===== src/rtl/instr_fetch_unit_if.sv =====
// instr_fetch_unit_if
//   Bundles the fetch stage's bus-level signals:
//     - the instruction-memory req/ack channel,
//     - the valid/ready channel toward the decoder,
//     - the PC redirect input from branch/jump resolution.
//   Modports:
//     master - the fetch unit (drives imem_req/imem_addr and the instr_* outputs)
//     slave  - the environment (memory, decoder and redirect source)
interface instr_fetch_unit_if;
  logic        imem_req;
  logic [31:0] imem_addr;
  logic        imem_ack;
  logic [31:0] imem_rdata;
  logic        instr_valid;
  logic        instr_ready;
  logic [31:0] instr;
  logic [31:0] instr_pc;
  logic        redirect_valid;
  logic [31:0] redirect_pc;

  modport master (
    output imem_req, imem_addr, instr_valid, instr, instr_pc,
    input  imem_ack, imem_rdata, instr_ready, redirect_valid, redirect_pc
  );

  modport slave (
    input  imem_req, imem_addr, instr_valid, instr, instr_pc,
    output imem_ack, imem_rdata, instr_ready, redirect_valid, redirect_pc
  );
endinterface


===== src/rtl/instr_fetch_unit.sv =====
// instr_fetch_unit
//   Fetch stage of the single-issue MIPS core. It holds the PC and fetches one
//   word at a time from instruction memory. Each word goes to the decoder over a
//   valid/ready handshake. Branch/jump redirects replace the PC. A redirect
//   that arrives while a memory request is outstanding lets that request finish
//   and throws its data away.
// Ports:
//   clk         - rising-edge clock
//   reset       - synchronous, active-high reset
//   bus         - instr_fetch_unit_if.master (imem req/ack, instr valid/ready,
//                 redirect)
//   fetch_count - 16-bit wrapping count of instructions accepted by the decoder
// Parameters:
//   RESET_PC    - PC loaded on reset (word aligned)
module instr_fetch_unit #(
  parameter logic [31:0] RESET_PC = 32'h0000_0000
) (
  input  logic                   clk,
  input  logic                   reset,
  instr_fetch_unit_if.master     bus,
  output logic [15:0]            fetch_count
);

  typedef enum logic [1:0] {
    FETCH   = 2'd0,
    HOLD    = 2'd1,
    DISCARD = 2'd2
  } stateT;

  stateT       state;
  stateT       nextState;
  logic [31:0] pc;
  logic [31:0] nextPc;
  logic        nextReq;
  logic [31:0] nextAddr;
  logic        nextValid;
  logic [31:0] nextInstr;
  logic [31:0] nextInstrPc;
  logic [15:0] nextCount;

  logic        ack;
  logic        redir;
  logic        handshake;
  logic [31:0] target;
  logic [31:0] pcPlus4;
  logic [1:0]  unusedLowBits;

  // An ack is only meaningful while a request is actually outstanding.
  assign ack           = bus.imem_req & bus.imem_ack;
  assign redir         = bus.redirect_valid;
  assign handshake     = bus.instr_valid & bus.instr_ready;
  assign target        = {bus.redirect_pc[31:2], 2'b00};
  assign pcPlus4       = pc + 32'd4;
  assign unusedLowBits = bus.redirect_pc[1:0];

  // State and every registered output update together on the clock edge.
  // Reset wins over everything, including a request still in flight.
  always_ff @(posedge clk) begin
    if (reset) begin
      state           <= FETCH;
      pc              <= RESET_PC;
      bus.imem_req    <= 1'b0;
      bus.imem_addr   <= 32'h0;
      bus.instr_valid <= 1'b0;
      bus.instr       <= 32'h0;
      bus.instr_pc    <= 32'h0;
      fetch_count     <= 16'h0;
    end else begin
      state           <= nextState;
      pc              <= nextPc;
      bus.imem_req    <= nextReq;
      bus.imem_addr   <= nextAddr;
      bus.instr_valid <= nextValid;
      bus.instr       <= nextInstr;
      bus.instr_pc    <= nextInstrPc;
      fetch_count     <= nextCount;
    end
  end

  // Next-state selection. A redirect in FETCH goes to DISCARD only if a
  // request is outstanding and not yet acked. A redirect in HOLD always
  // goes back to FETCH and takes priority over the decoder handshake.
  always_comb begin
    nextState = state;
    case (state)
      FETCH: begin
        if (redir) begin
          if (bus.imem_req && !ack) nextState = DISCARD;
        end else if (ack) begin
          nextState = HOLD;
        end
      end
      HOLD: begin
        if (redir || handshake) nextState = FETCH;
      end
      DISCARD: begin
        if (ack) nextState = FETCH;
      end
      default: nextState = FETCH;
    endcase
  end

  // Next values of the registered outputs and the PC.
  // On an ack, imem_addr moves on to the next PC while imem_req drops.
  // This means the decoder handshake only has to raise imem_req again.
  // During DISCARD the old address stays on the bus until the memory acks,
  // because a request cannot be withdrawn.
  always_comb begin
    nextPc      = pc;
    nextReq     = bus.imem_req;
    nextAddr    = bus.imem_addr;
    nextValid   = bus.instr_valid;
    nextInstr   = bus.instr;
    nextInstrPc = bus.instr_pc;
    nextCount   = fetch_count;
    case (state)
      FETCH: begin
        if (redir) begin
          nextPc = target;
          if (ack || !bus.imem_req) begin
            nextReq  = 1'b1;
            nextAddr = target;
          end
        end else if (ack) begin
          nextInstr   = bus.imem_rdata;
          nextInstrPc = pc;
          nextValid   = 1'b1;
          nextPc      = pcPlus4;
          nextReq     = 1'b0;
          nextAddr    = pcPlus4;
        end else begin
          nextReq  = 1'b1;
          nextAddr = pc;
        end
      end
      HOLD: begin
        if (redir) begin
          nextValid = 1'b0;
          nextPc    = target;
          nextReq   = 1'b1;
          nextAddr  = target;
        end else if (handshake) begin
          nextValid = 1'b0;
          nextCount = fetch_count + 16'd1;
          nextReq   = 1'b1;
          nextAddr  = pc;
        end
      end
      DISCARD: begin
        if (redir) nextPc = target;
        if (ack) begin
          nextReq  = 1'b1;
          nextAddr = redir ? target : pc;
        end
      end
      default: begin
        nextValid = 1'b0;
        nextReq   = 1'b0;
      end
    endcase
  end

endmodule


===== src/flat_wrapper.sv =====
// flat-port wrapper written by rule: the top's interface ports become plain ports
module instr_fetch_unit_flat 
#(
  parameter logic [31:0] RESET_PC = 32'h0000_0000
)
  (clk, reset, fetch_count, bus_imem_req, bus_imem_addr, bus_instr_valid, bus_instr, bus_instr_pc, bus_imem_ack, bus_imem_rdata, bus_instr_ready, bus_redirect_valid, bus_redirect_pc);
  instr_fetch_unit_if bus_i ();
  input  logic clk;
  input  logic reset;
  output logic [15:0] fetch_count;
  output wire logic [$bits(bus_i.imem_req)-1:0] bus_imem_req;
  output wire logic [$bits(bus_i.imem_addr)-1:0] bus_imem_addr;
  output wire logic [$bits(bus_i.instr_valid)-1:0] bus_instr_valid;
  output wire logic [$bits(bus_i.instr)-1:0] bus_instr;
  output wire logic [$bits(bus_i.instr_pc)-1:0] bus_instr_pc;
  input wire logic [$bits(bus_i.imem_ack)-1:0] bus_imem_ack;
  input wire logic [$bits(bus_i.imem_rdata)-1:0] bus_imem_rdata;
  input wire logic [$bits(bus_i.instr_ready)-1:0] bus_instr_ready;
  input wire logic [$bits(bus_i.redirect_valid)-1:0] bus_redirect_valid;
  input wire logic [$bits(bus_i.redirect_pc)-1:0] bus_redirect_pc;
  assign bus_imem_req = bus_i.imem_req;
  assign bus_imem_addr = bus_i.imem_addr;
  assign bus_instr_valid = bus_i.instr_valid;
  assign bus_instr = bus_i.instr;
  assign bus_instr_pc = bus_i.instr_pc;
  assign bus_i.imem_ack = bus_imem_ack;
  assign bus_i.imem_rdata = bus_imem_rdata;
  assign bus_i.instr_ready = bus_instr_ready;
  assign bus_i.redirect_valid = bus_redirect_valid;
  assign bus_i.redirect_pc = bus_redirect_pc;
  instr_fetch_unit #(.RESET_PC(RESET_PC)) u_core (.clk(clk), .reset(reset), .bus(bus_i), .fetch_count(fetch_count));
endmodule

===== config.mk =====
export PLATFORM = sky130hd
export DESIGN_NAME = instr_fetch_unit_flat
export DESIGN_NICKNAME = d
export VERILOG_FILES = /design/src/rtl/instr_fetch_unit_if.sv /design/src/rtl/instr_fetch_unit.sv /design/src/flat_wrapper.sv
export SDC_FILE = /design/constraint.sdc
export NUM_CORES = 1
export LEC_CHECK = 0
export ABC_AREA = 1
export CAP_MARGIN = 10
export CORE_MARGIN = 2
export CORE_UTILIZATION = 49
export CTS_CLUSTER_DIAMETER = 150
export CTS_CLUSTER_SIZE = 16
export DETAILED_ROUTE_END_ITERATION = 16
export HOLD_SLACK_MARGIN = 0.02
export PLACE_DENSITY_LB_ADDON = 0.12
export SYNTH_ARGS = -nofsm -noshare
export SYNTH_HDL_FRONTEND = slang
export SYNTH_SLANG_ARGS = --single-unit
export TNS_END_PERCENT = 30

===== constraint.sdc =====
create_clock -name clk -period 2 [get_ports clk]
set_input_delay 0.2 -clock clk [delete_from_list [all_inputs] [get_ports clk]]
set_output_delay 0.2 -clock clk [all_outputs]
set_load 0.03 [all_outputs]

==> key figures, run 1 <==
Outcome
  • Status: complete, no violations

CTS
  • CTS root buf: clkbuf_16
  • Clock slew at reported path FFs: around 60 ps
  • Clk Latency, worst-skew pair: 420 ps
  • Hold-fix buffers, CTS: 0
  • TritonCTS clock tree: done
  • Buffer depth of the longest clock path: 2
  • CTS Buf Count: 17
  • Htree depth: 4
  • CTS sink cnt: around 150
  • Setup bufs post-CTS: 0

Placed design
  • Gpl congestion: a little over 0.9
  • Dpl cell area: roughly 9000 um2
  • Hpwl dp: 14.4 mm
  • Placement Setup Slack: -164 ps
  • IO Port Bufs: 180

Floorplan
  • Starting Density: 0.498
  • Chip height: roughly 120 um
  • IO Pins: around 180
  • Die width: ~120 um
  • Num rows: 43
  • Core area: around 14000 um2
  • Die area: around 15000 um2

Synthesis
  • Post-synthesis sequential area ratio: 0.434
  • Mapped Nets: just over 1000
  • Syn avg cell area: a little over 7 um2
  • Synth warn: 0
  • Post-synth EDFFs: 0
  • Syn Std Cell Area: approximately 7000 um2
  • FFs w/ async S/R, synth: 0
  • Synth Flop Type: dfxtp_1
  • Synth cell types: 45
  • Post-synthesis cell count: between 900 and 1000
  • FF+latch count, synth: around 150

Flow run
  • Number of max-cap violations: 0

Drt
  • Vias/cell: ~5.2
  • WL final: approximately 20 mm
  • Wire per inst: 15.2 um
  • Drt first pass iters: 5
  • Post-DRT Antenna Nets: 0
  • Detailed-route DRC error count: 0
  • 1st-iter DRT viols: around 550
  • Vias: roughly 7000

Critical path
  • CP cell instances: inv_1 > ha_1 > buf_4 > nor2_4 > nand2_1 > inv_1 > nand3_1 > nand2_1 > nand3_1 > o21ai_1 > a21oi_1
  • Buf/Inv on CP: 3
  • CP Depth: 11
  • Worst path max stage delay: about 340 ps
  • CP required: roughly 2300 ps
  • Crit path capture type: flip-flop
  • Worst Reg-to-Reg Cells: 11
  • Startpoint types: flip-flop
  • Arrival @ worst endpoint: between 2000 and 2500 ps
  • Crit Path Category: flip-flop to flip-flop
  • Worst path slowest cell: dfxtp_1
  • End of the worst register-to-register path: u_core.pc[13]
  • Worst flop-to-flop path startpoint: u_core.state[0]
  • Flop2flop setup slack: between 100 and 150 ps
  • CP max FO: 6
  • CP top delay family: simple AND/OR/NAND/NOR gates

Timing
  • RSZ-0062 raised after global routing: no
  • Crit share post-route: 0.937
  • Max transition margin: 0.707
  • Setup slack after layout: roughly 130 ps
  • Final hold vios: 0
  • Clock skew: 6.07 ps
  • Maximum clock frequency: approximately 530 MHz
  • Final setup fails: 0
  • Slew Limit Fails: 0
  • Final Hold Slack: around 400 ps
  • Post-route minimum period: between 1500 and 2000 ps
  • Slew @ Worst Pin: 439 ps

Min path
  • WHS Path Cells: 3
  • Min-delay src: bus_imem_rdata[22]
  • Hold Path Sink: u_core.bus.instr[22]
  • Worst Hold Class: input port to flip-flop

Global route
  • Grt total ovfl: 0
  • Gr usage total: 0.273
  • Number of global-route vias before repair: approximately 6400
  • Initial antenna violation count: 0
  • Largest net degree at the start of global routing: 61
  • First-pass GRT wire length: roughly 32 mm

Cells and area
  • Finished Cell Area: roughly 9600 um2
  • P&R area growth vs syn: 40.6%
  • Antenna diodes: 0
  • Fraction of layout cells with a size suffix above 1: 0.101
  • Nets: between 1000 and 1500

Power
  • Total power: around 0.011 W
  • Pwr dens: between 1000 and 1500 nW/um2
  • Max VDD drop: 0.787 mV
  • P_leak: between 3 and 4 nW
-- worst register-to-register path, delay by kind of cell (launching register included) --
kind                     cells  cell delay [ps]
AO/OA/AOI/OAI                2              260
adder cells (fa/ha/maj)      1              310
buffers and inverters        3              370
flip-flops                   1              340
AND/OR/NAND/NOR              5              470
-- final cells by class --
cell class	instances	area, um2
clock inverters	12	153
well taps	180	225
repair buffers	217	2150
fillers	1205	4120
flip-flops and latches	148	2960
multi-input cells	657	3290
clock buffers	20	447
inverters	97	369
-- what timing repair did --
item                                    in CTS  in global routing
endpoints found under the setup margin      25                 13
pin swaps                                    0                  1
resized for setup                            1                  6
-- metrics by stage --
stage	cells	setup TNS, ps	utilization
floorplan	949	0	-
global placement	1299	-2200	0.654
detailed placement	1299	-2520	0.654
CTS	1331	0	0.698
global route	1331	0	0.700
finish	1331	0	0.700
-- per-layer routing --
metal | up-vias | part of all wire | global-route usage
li1 | 3512 | - | -
met1 | 3154 | 0.44 | 0.350
met2 | 272 | 0.46 | 0.450
met3 | 37 | 0.083 | 0.0637
met4 | 0 | 0.025 | 0.0991
met5 | - | 0 | 0
-- where the power goes --
| part | internal, W | total [W] | switching, W | leakage, nW |
|---|---|---|---|---|
| clock network | 0.00200 | 0.00327 | 0.00127 | 0.283 |
| registers | 0.00354 | 0.00397 | 0.000432 | 1.21 |
| logic | 0.00160 | 0.00402 | 0.00243 | 2.46 |
| total | 0.00713 | 0.0113 | 0.00413 | 3.95 |
-- registers in the layout, summed over array words and instances, names as in the netlist --
signal and cells:
u_core.state 2, u_core.pc 32, u_core.bus.imem_addr 32, u_core.fetch_count 16, u_core.bus.instr_valid 1, u_core.bus.instr_pc 32, u_core.bus.imem_req 1, u_core.bus.instr 32
-- synth_stat cells, drive strengths merged, types with 3 or more instances --
library cell    n  area (um2)
nand3b          3        22.5
clkbuf         30         114
nand3          75         400
a22oi          14         105
a31oi           7        43.8
nor2          154         681
inv            97         369
nor3           10        55.1
nand4          14         103
a211oi          3        22.5
buf            17         116
dfxtp         148        2960
o211ai          3        22.5
o21ai         121         609
a21oi          74         374
nand2         155         612
xor2            3        26.3
ha              6        75.1
-- kinds of logic (layout without fill, tap and decap cells) --
family / after synthesis / after routing / share of synthesized area
simple gates: 415 / 415 / 0.278
flops: 148 / 148 / 0.434
compound gates: 230 / 230 / 0.181
buf+inv: 144 / 346 / 0.0878
xor+xnor: 5 / 5 / 0.00641
fa+ha+maj: 6 / 6 / 0.0110
mux: 1 / 1 / 0.00147
-- how the worst max path moves through the flow --
| stage | start | end |
|---|---|---|
| final | u_core.state[0] | u_core.pc[13] |
| after global routing | u_core.state[0] | u_core.pc[13] |
| after CTS | u_core.state[0] | u_core.pc[10] |
| after detailed placement | bus_redirect_valid | u_core.pc[16] |
| after global placement | bus_redirect_valid | u_core.pc[16] |
| after floorplan | u_core.state[0] | u_core.pc[10] |
-- cells in the final DEF, fill, tap and decap left out, types with 9 or more instances in the layout --
master / instances
inv_1: 89
a21oi_1: 72
nand3_1: 70
a22oi_1: 14
nor3_1: 9
clkbuf_16: 17
nor2_1: 137
nand2_1: 144
nand4_1: 13
o21ai_0: 100
o21ai_1: 19
clkdlybuf4s50_1: 180
nor2_4: 9
dfxtp_1: 148
buf_4: 31
nand2_2: 10
No activity file was read; power rests on OpenSTA's default activity.
==> run 2, diff against run 1 <==
--- a/config.mk
+++ b/config.mk
@@ -12,6 +12,7 @@
 export CTS_CLUSTER_DIAMETER = 150
 export CTS_CLUSTER_SIZE = 16
 export DETAILED_ROUTE_END_ITERATION = 16
+export GPL_ROUTABILITY_DRIVEN = 0
 export HOLD_SLACK_MARGIN = 0.02
 export PLACE_DENSITY_LB_ADDON = 0.12
 export SYNTH_ARGS = -nofsm -noshare
==> key figures, run 2 (synthesis results as in run 1) <==
Outcome
  • Status: complete, no violations

Floorplan
  • Core area: 13700 um2 (unchanged)
  • Starting Density: 0.498 (unchanged)
  • Die width: 122 um (unchanged)
  • Num rows: 43 (unchanged)
  • Die area: 14900 um2 (unchanged)
  • IO Pins: 183 (unchanged)
  • Chip height: 122 um (unchanged)

Cells and area
  • Finished Cell Area: 9600 um2 (about the same)
  • Antenna diodes: 0 (unchanged)
  • Commonest non-fill, non-tap cells in the layout: 180 x clkdlybuf4s50_1, 148 x dfxtp_1, 144 x nand2_1
  • Fraction of layout cells with a size suffix above 1: 0.0968 (-0.00401)
  • # fillers: 1185 (-1.7%)
  • Layout Utilization: 0.700 (about the same)
  • Nets: 1210 (-0.25%)
  • Most common cell after layout, fill and taps aside: clkdlybuf4s50_1
  • P&R area growth vs syn: 40.6% (about the same)

Drt
  • 1st-iter DRT viols: 523 (-5.3%)
  • Vias/cell: 5.34 (+1.9%)
  • Post-DRT Antenna Nets: 0 (unchanged)
  • WL final: 20.3 mm (+0.21%)
  • Vias: 7085 (+1.6%)
  • Detailed-route DRC error count: 0 (unchanged)
  • Wire per inst: 15.3 um (+0.51%)
  • Drt first pass iters: 5 (unchanged)

CTS
  • Buffer depth of the longest clock path: 2 (unchanged)
  • Hold-fix buffers, CTS: 0 (unchanged)
  • CTS sink cnt: 148 (unchanged)
  • Setup bufs post-CTS: 0 (unchanged)
  • Clock slew at reported path FFs: 60 ps (about the same)
  • CTS Buf Count: 17 (unchanged)
  • Clk Latency, worst-skew pair: 430 ps (about the same)
  • TritonCTS clock tree: done
  • CTS root buf: clkbuf_16
  • Htree depth: 4 (unchanged)

Placed design
  • Dpl cell area: 8970 um2 (-0.11%)
  • Placement Setup Slack: -135 ps (+28.9 ps)
  • IO Port Bufs: 180 (unchanged)
  • Hpwl dp: 14.4 mm (about the same)

Global route
  • Initial antenna violation count: 0 (unchanged)
  • Grt total ovfl: 0 (unchanged)
  • Largest net degree at the start of global routing: 51 (-16%)
  • Gr usage total: 0.276 (+0.00295)
  • Number of global-route vias before repair: 6621 (+2.8%)
  • First-pass GRT wire length: 32.4 mm (+1.7%)

Critical path
  • Worst Reg-to-Reg Cells: 9 (-2)
  • Worst flop-to-flop path startpoint: u_core.state[0]
  • Crit path capture type: flip-flop
  • Critical path launch point: u_core.state[0]
  • Crit path to: u_core.pc[12]
  • CP required: 2300 ps (about the same)
  • CP max FO: 6 (unchanged)
  • Flop2flop setup slack: 160 ps (+30 ps)
  • Startpoint types: flip-flop
  • Arrival @ worst endpoint: 2140 ps (-30 ps)
  • End of the worst register-to-register path: u_core.pc[12]
  • Crit Path Category: flip-flop to flip-flop

Power
  • Net Sw Frac: 0.361 (-0.00595)
  • Max VDD drop: 0.626 mV (-20%)
  • P_leak: 3.95 nW (+0.12%)
  • Comb power frac: 0.355 (-0.002)
  • Seq pwr share: 0.351 (-0.002)
  • Pwr dens: 1180 nW/um2 (+0.33%)
  • Clk pwr share: 0.294 (+0.004)
  • Int Power: 0.00722 W (+1.3%)
  • Net switching power: 0.00407 W (-1.3%)

Timing
  • Post-route minimum period: 1840 ps (-32.5 ps)
  • Final Hold Slack: 395 ps (-6.85 ps)
  • Slew @ Worst Pin: 453 ps (+14.2 ps)
  • Maximum clock frequency: 543 MHz (+1.8%)
  • Slew Limit Fails: 0 (unchanged)
  • RSZ-0062 raised after global routing: yes
  • Setup slack after layout: 159 ps (+32.5 ps)
  • Clock skew: 9.59 ps (+3.52 ps)
  • Final hold vios: 0 (unchanged)
  • Max transition margin: 0.697 (-0.00974)
  • Crit share post-route: 0.920 (-0.0163)
  • Final setup fails: 0 (unchanged)

Flow run
  • Number of max-cap violations: 0 (unchanged)

Min path
  • Worst Hold Class: input port to flip-flop
run 2: cell types whose count changed in the layout (fill, tap and decap cells not counted), moves of 2 or more:
cell        before  now
clkinvlp_4       4    1
clkinv_2         3    1
buf_4           31   27
clkbuf_8         1    4
run 2: through the flow:
stage / total power [W] / TNS, ps / instances
5_1_grt: 0.0118 / -17.1 / 1327
3_3_place_gp: 0.00794 / -2240 / 1296
2_1_floorplan: 0.00627 / 0 / 949
4_1_cts: 0.0113 / 0 / 1327
3_5_place_dp: 0.00797 / -2530 / 1296
6_report: 0.0113 / 0 / 1327
run 2: timing repair:
| item | in CTS | in global routing |
|---|---|---|
| pin swaps | 0 | 0 |
| gates cloned | 0 | 0 |
| gates resized for setup | 1 | 6 |
| endpoints found under the setup margin | 26 | 11 |
run 2: layer usage:
layer,vias up,wire length (um),GRT usage
met3,55,1710,0.0571
met5,-,0,0
li1,3511,-,-
met1,3203,8680,0.343
met4,0,513,0.112
met2,316,9350,0.468
run 2: power groups by stage:
stage	Combinational [W]	Sequential, W	Clock, W
after floorplan	0.00142	0.00485	0
after global placement	0.00393	0.00401	0
after detailed placement	0.00397	0.00401	0
after CTS	0.00399	0.00396	0.00335
after global routing	0.00431	0.00404	0.00347
final	0.00401	0.00397	0.00332
run 2: worst min path at each step:
stage               slack [ps]                      end  cells past startpoint               startpoint
global placement           450  u_core.bus.imem_addr[7]                      2  u_core.bus.imem_addr[7]
floorplan                  360      u_core.bus.instr[0]                      2        bus_imem_rdata[0]
global route               420     u_core.bus.instr[16]                      3       bus_imem_rdata[16]
finish                     400     u_core.bus.instr[25]                      3       bus_imem_rdata[25]
detailed placement         450  u_core.bus.imem_addr[4]                      2  u_core.bus.imem_addr[4]
CTS                        390     u_core.bus.instr[31]                      3       bus_imem_rdata[31]
run 2: cell type report:
type,count,area (um2),share of cell area
sequential,148,2960,0.309
inverter,97,369,0.0384
tap,180,225,0.0235
timing repair buffer,214,2140,0.223
multi-input combinational,657,3290,0.342
clock buffer,24,492,0.0512
clock inverter,7,120,0.0125
run 2: critical path: stages (launching register included):
cell	delay, ps
dfxtp_1	320
inv_1	60
ha_1	300
buf_4	180
nor2_4	150
nand2_2	120
o21ai_0	170
nand2_1	70
o22ai_1	240
a21oi_1	100
==> run 3, diff against run 2 <==
--- a/config.mk
+++ b/config.mk
@@ -7,8 +7,10 @@
 export LEC_CHECK = 0
 export ABC_AREA = 1
 export CAP_MARGIN = 10
+export CELL_PAD_IN_SITES_DETAIL_PLACEMENT = 1
+export CELL_PAD_IN_SITES_GLOBAL_PLACEMENT = 2
 export CORE_MARGIN = 2
-export CORE_UTILIZATION = 49
+export CORE_UTILIZATION = 26
 export CTS_CLUSTER_DIAMETER = 150
 export CTS_CLUSTER_SIZE = 16
 export DETAILED_ROUTE_END_ITERATION = 16
==> key figures, run 3 (synthesis results as in run 1) <==
Outcome
  • Status: complete, no violations

Drt
  • Vias: 6968 (-1.7%)
  • Post-DRT Antenna Nets: 0 (unchanged)
  • Detailed-route DRC error count: 0 (unchanged)
  • Drt first pass iters: 4 (-1)
  • 1st-iter DRT viols: 372 (-29%)
  • Vias/cell: 4.67 (-13%)
  • DR WL met3: 835 um (-51%)
  • WL final: 24.9 mm (+23%)
  • Wire per inst: 16.7 um (+9.4%)
  • Met1 wire length: 12.3 mm (+42%)
  • Uppermost routed layer: met4
  • WL met2: 11.6 mm (+24%)

Global route
  • Initial antenna violation count: 0 (unchanged)
  • First-pass GRT wire length: 39.6 mm (+23%)
  • Largest net degree at the start of global routing: 96 (+88%)
  • Grt total ovfl: 0 (unchanged)
  • Gr usage total: 0.181 (-0.0957)
  • Number of global-route vias before repair: 7031 (+6.2%)

Critical path
  • Arrival @ worst endpoint: 2120 ps (-20 ps)
  • CP max FO: 6 (unchanged)
  • Crit Path Category: flip-flop to flip-flop
  • Startpoint types: flip-flop
  • CP required: 2290 ps (about the same)
  • Crit path capture type: flip-flop
  • Worst flop-to-flop path startpoint: u_core.pc[3]
  • Critical path launch point: u_core.pc[3]

Floorplan
  • Starting Density: 0.264 (-0.234)
  • Core area: 25900 um2 (+89%)
  • Chip height: 166 um (+36%)
  • Num rows: 59 (+37%)
  • Die area: 27600 um2 (+85%)
  • Die width: 166 um (+36%)
  • IO Pins: 183 (unchanged)

Placed design
  • Placed Instances: 1463 (+13%)
  • IO Port Bufs: 180 (unchanged)
  • Hpwl dp: 18.0 mm (+25%)

CTS
  • CTS sink cnt: 148 (unchanged)
  • Htree depth: 4 (unchanged)
  • Clk Latency, worst-skew pair: 420 ps (about the same)
  • TritonCTS clock tree: done
  • CTS Buf Count: 17 (unchanged)
  • Clock slew at reported path FFs: 60 ps (about the same)
  • CTS root buf: clkbuf_16
  • Buffer depth of the longest clock path: 2 (unchanged)

Timing
  • Final hold vios: 0 (unchanged)
  • Clock skew: 11.5 ps (+1.94 ps)
  • Post-route minimum period: 1830 ps (-8.42 ps)
  • Setup_tns: 0 ps (unchanged)
  • Crit share post-route: 0.916 (-0.00421)
  • RSZ-0062 raised after global routing: no
  • Slew Limit Fails: 0 (unchanged)
  • Slew @ Worst Pin: 448 ps (-5.19 ps)
  • Maximum clock frequency: 546 MHz (+0.46%)
  • Final setup fails: 0 (unchanged)
  • Max transition margin: 0.701 (+0.00370)

Cells and area
  • Final Non-Filler Cells: 1493 (+13%)
  • Antenna diodes: 0 (unchanged)
  • P&R area growth vs syn: 45.2%
  • Commonest non-fill, non-tap cells in the layout: 179 x clkdlybuf4s50_1, 148 x dfxtp_1, 144 x nand2_1
  • # fillers: 3124 (+160%)
  • Fraction of layout cells with a size suffix above 1: 0.110 (+0.0129)
  • Nets: 1222 (+0.99%)
  • Most common cell after layout, fill and taps aside: clkdlybuf4s50_1

Flow run
  • Number of max-cap violations: 0 (unchanged)

Power
  • Max VDD drop: 0.536 mV (-14%)
  • Total power: 0.0116 W (+2.3%)
  • Pwr dens: 1170 nW/um2 (-0.88%)
  • P_leak: 4.02 nW (+1.8%)

Min path
  • Min-delay src: reset
  • Worst Hold Class: input port to flip-flop
-- run 3: worst max-delay path, stage by stage (launching register included) --
cell and delay, ps:
dfxtp_1 380, ha_2 240, nand2_1 100, nor2_4 170, nand2_2 110, nor2_8 170, nand3_1 90, nand2_1 60
nand3_1 60, o21ai_1 220, a21oi_1 110
-- run 3: worst paths after layout --
| path | depth (start not counted) | to | slack [ps] |
|---|---|---|---|
| max reg2reg | 10 | u_core.bus.imem_addr[14] | 170 |
| max | 10 | u_core.bus.imem_addr[14] | 170 |
| min reg2reg | 2 | u_core.bus.imem_addr[7] | 460 |
| min | 4 | u_core.bus.instr_pc[21] | 240 |
-- run 3: cell type report --
cell class                 instances  area, um2  area share
clock buffer                      19        433      0.0437
clock inverter                    11        179      0.0180
inverter                          97        369      0.0372
multi-input combinational        657       3300       0.332
sequential                       148       2960       0.299
tap                              335        419      0.0423
timing repair buffer             226       2250       0.227
-- run 3: what timing repair did --
action                                  in CTS  in global routing
resized for setup                            0                 10
hold buffers                                 0                  0
buffers inserted                             0                  0
endpoints found under the setup margin       0                 32
-- run 3: metrics by stage --
step,utilization,setup WS [ps],area (um2),hold slack (ps)
after global placement,0.358,15.8,9270,448
final,0.383,168,9910,238
after detailed placement,0.358,21.4,9270,447
after floorplan,-,252,6830,365
after global routing,0.383,14.4,9910,237
after CTS,0.381,22.2,9880,243
-- run 3: report_power, final --
group	total, W	switching, W	internal [W]
registers	0.00394	0.000401	0.00353
clock network	0.00347	0.00137	0.00209
logic	0.00416	0.00253	0.00163
total	0.0116	0.00430	0.00726
-- run 3: routing by layer --
metal | track usage | up-vias
met5 | 0 | -
met4 | 0.0374 | 0
met3 | 0.0319 | 12
met2 | 0.297 | 145
met1 | 0.248 | 3280
li1 | - | 3531
